### src/rtl/bsg_cache_req_arbiter.sv
// Round-robin arbiter that shares one bsg_cache request/response port among several requesters.
// An in-order tag FIFO of requester IDs steers each cache response back to its issuer.
module bsg_cache_req_arbiter #(
  parameter int num_req_p         = 4,
  parameter int cache_pkt_width_p = 101,
  parameter int data_width_p      = 64,
  parameter int tag_fifo_els_p    = 4
) (
  input  logic                                   clk_i,
  input  logic                                   reset_i,
  input  logic [num_req_p*cache_pkt_width_p-1:0] req_pkt_i,
  input  logic [num_req_p-1:0]                   req_v_i,
  output logic [num_req_p-1:0]                   req_yumi_o,
  output logic [data_width_p-1:0]                resp_data_o,
  output logic [num_req_p-1:0]                   resp_v_o,
  input  logic [num_req_p-1:0]                   resp_yumi_i,
  output logic [cache_pkt_width_p-1:0]           cache_pkt_o,
  output logic                                   cache_v_o,
  input  logic                                   cache_yumi_i,
  input  logic [data_width_p-1:0]                cache_data_i,
  input  logic                                   cache_v_i,
  output logic                                   cache_yumi_o
);

  localparam int ID_W  = (num_req_p > 1) ? $clog2(num_req_p) : 1;
  localparam int PTR_W = $clog2(tag_fifo_els_p);
  localparam int CNT_W = PTR_W + 1;
  localparam logic [ID_W:0]    NUM_REQ   = (ID_W+1)'(num_req_p);
  localparam logic [ID_W-1:0]  LAST_ID   = ID_W'(num_req_p - 1);
  localparam logic [CNT_W-1:0] FIFO_ELS  = CNT_W'(tag_fifo_els_p);

  // Arbitration state
  logic [ID_W-1:0]  r_rr_ptr;
  logic             r_lock_v;
  logic [ID_W-1:0]  r_lock_id;

  // Tag FIFO state
  logic [ID_W-1:0]  r_tag_mem [tag_fifo_els_p];
  logic [PTR_W-1:0] r_wr_ptr;
  logic [PTR_W-1:0] r_rd_ptr;
  logic [CNT_W-1:0] r_count;

  logic [cache_pkt_width_p-1:0] w_pkt_slot [num_req_p];
  logic [ID_W:0]    w_cand;
  logic [ID_W-1:0]  w_rr_winner;
  logic             w_rr_found;
  logic [ID_W-1:0]  w_winner;
  logic [ID_W-1:0]  w_next_rr;
  logic             w_fifo_full;
  logic             w_fifo_empty;
  logic             w_issue_v;
  logic             w_push;
  logic             w_pop;
  logic [ID_W-1:0]  w_head;
  logic             w_resp_v;

  genvar gi;
  generate
    for (gi = 0; gi < num_req_p; gi++) begin : g_slot
      assign w_pkt_slot[gi] = req_pkt_i[gi*cache_pkt_width_p +: cache_pkt_width_p];
    end
  endgenerate

  // First valid requester at or after r_rr_ptr, wrapping modulo num_req_p.
  always_comb begin
    w_rr_winner = r_rr_ptr;
    w_rr_found  = 1'b0;
    w_cand      = '0;
    for (int k = 0; k < num_req_p; k++) begin
      w_cand = {1'b0, r_rr_ptr} + (ID_W+1)'(k);
      if (w_cand >= NUM_REQ) begin
        w_cand = w_cand - NUM_REQ;
      end
      if (!w_rr_found && req_v_i[w_cand[ID_W-1:0]]) begin
        w_rr_found  = 1'b1;
        w_rr_winner = w_cand[ID_W-1:0];
      end
    end
  end

  assign w_winner     = r_lock_v ? r_lock_id : w_rr_winner;
  assign w_next_rr    = (w_winner == LAST_ID) ? '0 : w_winner + ID_W'(1);
  assign w_fifo_full  = (r_count == FIFO_ELS);
  assign w_fifo_empty = (r_count == '0);

  // A full FIFO blocks issue even when a pop happens this cycle, keeping full off the pop path.
  assign w_issue_v = (r_lock_v | (|req_v_i)) & ~w_fifo_full & ~reset_i;
  assign w_push    = w_issue_v & cache_yumi_i;

  assign w_head   = r_tag_mem[r_rd_ptr];
  assign w_resp_v = cache_v_i & ~w_fifo_empty & ~reset_i;
  assign w_pop    = w_resp_v & resp_yumi_i[w_head];

  assign cache_v_o    = w_issue_v;
  assign cache_pkt_o  = reset_i ? '0 : w_pkt_slot[w_winner];
  assign cache_yumi_o = w_pop;
  assign resp_data_o  = reset_i ? '0 : cache_data_i;

  generate
    for (gi = 0; gi < num_req_p; gi++) begin : g_port
      assign req_yumi_o[gi] = w_push & (w_winner == ID_W'(gi));
      assign resp_v_o[gi]   = w_resp_v & (w_head == ID_W'(gi));
    end
  endgenerate

  always_ff @(posedge clk_i) begin
    if (reset_i) begin
      r_rr_ptr  <= '0;
      r_lock_v  <= 1'b0;
      r_lock_id <= '0;
    end else if (w_push) begin
      r_rr_ptr  <= w_next_rr;
      r_lock_v  <= 1'b0;
    end else if (w_issue_v) begin
      // Presented but not taken: pin the winner so the packet cannot change under the cache.
      r_lock_v  <= 1'b1;
      r_lock_id <= w_winner;
    end
  end

  always_ff @(posedge clk_i) begin
    if (reset_i) begin
      r_wr_ptr <= '0;
      r_rd_ptr <= '0;
      r_count  <= '0;
    end else begin
      if (w_push) begin
        r_wr_ptr <= r_wr_ptr + PTR_W'(1);
      end
      if (w_pop) begin
        r_rd_ptr <= r_rd_ptr + PTR_W'(1);
      end
      case ({w_push, w_pop})
        2'b10:   r_count <= r_count + CNT_W'(1);
        2'b01:   r_count <= r_count - CNT_W'(1);
        default: r_count <= r_count;
      endcase
    end
  end

  always_ff @(posedge clk_i) begin
    if (w_push) begin
      r_tag_mem[r_wr_ptr] <= w_winner;
    end
  end

  // A response with nothing outstanding means the cache and this block disagree.
  a_no_resp_when_empty: assert property (@(posedge clk_i) disable iff (reset_i)
                                         cache_v_i |-> !w_fifo_empty);

endmodule

### config.mk
export PLATFORM = sky130hd
export DESIGN_NAME = bsg_cache_req_arbiter
export DESIGN_NICKNAME = d
export VERILOG_FILES = /design/src/rtl/bsg_cache_req_arbiter.sv
export SDC_FILE = /design/constraint.sdc
export NUM_CORES = 1
export LEC_CHECK = 0
export BUFFER_PORTS_ARGS = -buffer_cell sky130_fd_sc_hd__clkbuf_2
export CAP_MARGIN = 20
export CORE_AREA = 5 5 255 257
export CTS_BUF_LIST = sky130_fd_sc_hd__clkbuf_16
export DETAILED_ROUTE_END_ITERATION = 8
export DIE_AREA = 0 0 260 262
export GPL_ROUTABILITY_DRIVEN = 1
export HOLD_SLACK_MARGIN = 0.15
export PLACE_DENSITY = 0.35
export SETUP_SLACK_MARGIN = 0.3
export SYNTH_ARGS = -nofsm -noshare
export SYNTH_HDL_FRONTEND = slang
export SYNTH_SLANG_ARGS = --single-unit
### constraint.sdc
create_clock -name clk_i -period 4.9 [get_ports clk_i]
set_input_delay 0 -clock clk_i [delete_from_list [all_inputs] [get_ports clk_i]]
set_output_delay 0 -clock clk_i [all_outputs]
set_load 0.02 [all_outputs]
==> impl_summary.txt <==
----------------------------------------------------
[Outcome]
  Run status ... finished clean

[Global route]
  Overall global routing resource usage ... 7.42%
  Maximum number of pins on one net before global-route repair ... 106
  Antenna violations before repair ... 2
  Wire length of the first global-routing pass ... 40000 um
  Number of global-route vias before repair ... 6990
  Overflow after GRT ... 0

[Power]
  Overall Power ... 1.49 mW
  Cell area power density ... 171 mW/mm2
  Leakage Power ... 4.26 nW
  Worst-case vdd ir drop ... 0.000104 V

[Clocking]
  Clock buffer count from CTS ... 3
  Resize count post-CTS ... 0
  Clock slew seen by the registers of the worst setup and hold paths ... 0.06 ns
  H-tree depth ... 1
  Library cell used as clock root buffer ... clkbuf_16
  Deepest clock path buffer count ... 2
  Clk Latency, worst-skew pair ... 0.25 ns
  Number of sinks handled by clock tree synthesis ... 22
  TritonCTS clock tree ... built
  Number of buffers added for setup after CTS ... 0
  Cts-stage hold buffer count ... 0

[Worst setup path]
  Path type of the worst setup path ... register to output pin
  Critical path required time ... 4.90 ns
  Stage delay of the slowest cell on the critical path ... 0.62 ns
  Cell-by-cell listing of the critical path ... nor2b_1, nor2_1, o211ai_1, o21ai_1, nand2b_4, buf_4, o22ai_1, clkbuf_2
  Gate family responsible for the most delay along the worst path ... compound AO/OA/AOI/OAI gates
  CP endpoint kind ... output pin
  Number of buffers and inverters on the critical path ... 2
  Category of the worst setup path launch point ... register
  Crit Path Max Fanout ... 62
  Slowest cell on crit path ... o21ai_1
  WP data arrival ... 3.24 ns

[STA]
  Post-route clock skew ... 0.00266 ns
  Pin slew with the least headroom to its limit ... 0.971 ns
  Period minus WS final ... 3.24 ns
  Final critical-path share of the clock period ... 66.2%
  Fin. Hold Viols ... 0
  Max-slew headroom at the worst pin ... 35.3%
  Setup repair after global routing missed its margin ... false
  Setup TNS Final ... 0 ns
  Final count of negative-setup-slack endpoints ... 0
  Max Clk Rate ... 308 MHz
  Max-slew violation total from the final report ... 0

[Routing]
  Total number of vias ... 6558
  Aggregate routed wire length ... 29100 um
  Detailed-routing iteration count for the pre-antenna-repair pass ... 4
  Routed via count divided by cell count ... 3.29
  Post-detailed-route DRC marker count ... 0
  Number of nets still failing antenna checks after routing ... 0
  Count of routing violations after the opening detailed-route iteration ... 170
  Routed wire length per instance ... 14.6 um

[Cells and area]
  Number of nets in the final layout ... 1636
  Leading cell types in the layout, fill and taps excluded ... clkbuf_2, mux2i_1, o22ai_1, nor2b_1, nor2_1
  Most frequent standard cell in the layout excluding fill and tap cells ... clkbuf_2
  Layout cells sized above 1 ... 58.3%
  Post-synthesis to final-layout area growth ... 94.1%
  Number of fill cells ... 7242

[Floorplan]
  Overall die height ... 262 um
  Total number of placement rows ... 92
  Placeable core region ... 0.0625 mm2
  I/O pin count ... 655
  Initial core utilization ... 7.21%
  Die span in x ... 260 um
  DIE AREA ... 0.0681 mm2

[Min path]
  Class of the tightest hold or removal check ... input port to register

[Flow run]
  Number of violations of the max-capacitance limit ... 0

[Synth]
  Mean post-synth cell area ... 8.35 um2
  Number of unique standard cell types used by synthesis ... 37
  Ys Warns ... 0
  Post-Synthesis Net Count ... 1026
  Mapped cell area ... 0.00451 mm2
  Sequential cell area fraction in the yosys report ... 11.5%
  Number of cells produced by synthesis ... 540
  Number of flip-flops and latches in the synthesized netlist ... 22
  Top-area cell type share of the netlist area ... 45.8%
  Leading cell types by total area after synthesis ... mux2i_1, o22ai_1, nor2b_1, dfxtp_1, edfxtp_1
  Largest area contributor in the netlist ... mux2i_1

[Placed design]
  Final weighted congestion of routability-driven global placement ... 0.810
  Post-DP HPWL ... 25400 um
  Number of buffers added on ports ... 654

----------------------------------------------------
-- through the flow --
stage               util [%]  area [um2]  setup WS (ns)  hold slack (ns)  std cells
finish                  14.0        8750           1.66            0.188       1996
global route            14.0        8750           1.26            0.236       1996
CTS                     14.0        8750           1.51            0.203       1995
detailed placement      13.8        8640           1.82            0.333       1991
global placement        13.8        8640           1.91            0.334       1991
floorplan                  -        4510           1.94            0.173        540
-- cell families after synthesis --
logic type      count (synthesis)  synth area share (%)
buf+inv                        62                  7.25
compound gates                119                  16.8
fa+ha+maj                       6                  1.83
xor+xnor                        6                  1.17
mux                           209                  47.0
flops                          22                  11.5
simple gates                  116                  14.4
-- Yosys cell counts (all sizes together) --
cell type	number
nor3	2
ha	5
o22ai	102
mux2i	206
edfxtp	8
buf	25
clkbuf	30
nand2	5
or3	2
nor2b	69
a211oi	1
a21o	1
nand4bb	1
nor2	27
o21ai	4
inv	7
or2	1
and3	5
nand2b	2
o211ai	1
xnor2	3
mux2	1
a21oi	7
mux4	2
o41ai	1
and2	1
xor2	3
dfxtp	14
a221oi	1
nand4b	1
fa	1
a2bb2oi	1
-- final cells by class --
cell class	count	area, um2	area share (%)
sequential	22	520	5.95
clock buffer	3	75.1	0.858
inverter	7	26.3	0.300
timing repair buffer	660	3360	38.4
multi-input combinational	456	3680	42.1
tap	846	1060	12.1
antenna	1	2.50	0.0286
clock inverter	1	30.0	0.343
-- registers in the layout, indices dropped and copies added, names as in the netlist, named ones only --
register and count:
r_count 3, r_tag_mem 8, r_wr_ptr 2, r_lock_v 1, r_lock_id 2, r_rr_ptr 2, r_rd_ptr 2
-- metal layers --
| layer | global-route usage [%] | part of all wire [%] | vias to the layer above |
|---|---|---|---|
| met5 | 0 | 0 | - |
| met4 | 1.13 | 0.96 | 0 |
| met3 | 1.33 | 7.7 | 10 |
| met2 | 14.6 | 53 | 374 |
| met1 | 8.48 | 38 | 2918 |
| li1 | - | - | 3256 |
-- power by group --
group          total [mW]  switching [mW]  internal (mW)
clock network       0.231          0.0684          0.162
logic                1.06           0.598          0.459
registers           0.207         0.00794          0.199
total                1.49           0.674          0.820
-- worst paths after layout --
kind / start / endpoint / slack [ns] / depth (start not counted)
setup reg to reg: register / r_count[2] / 1.96 / 9
hold / removal: reset_i / r_rr_ptr[0] / 0.19 / 2
setup / recovery: r_rr_ptr[1] / cache_pkt_o[18] / 1.66 / 8
hold reg to reg: r_lock_id[1] / r_lock_id[1] / 0.50 / 2
(Power assumes the default switching activity.)
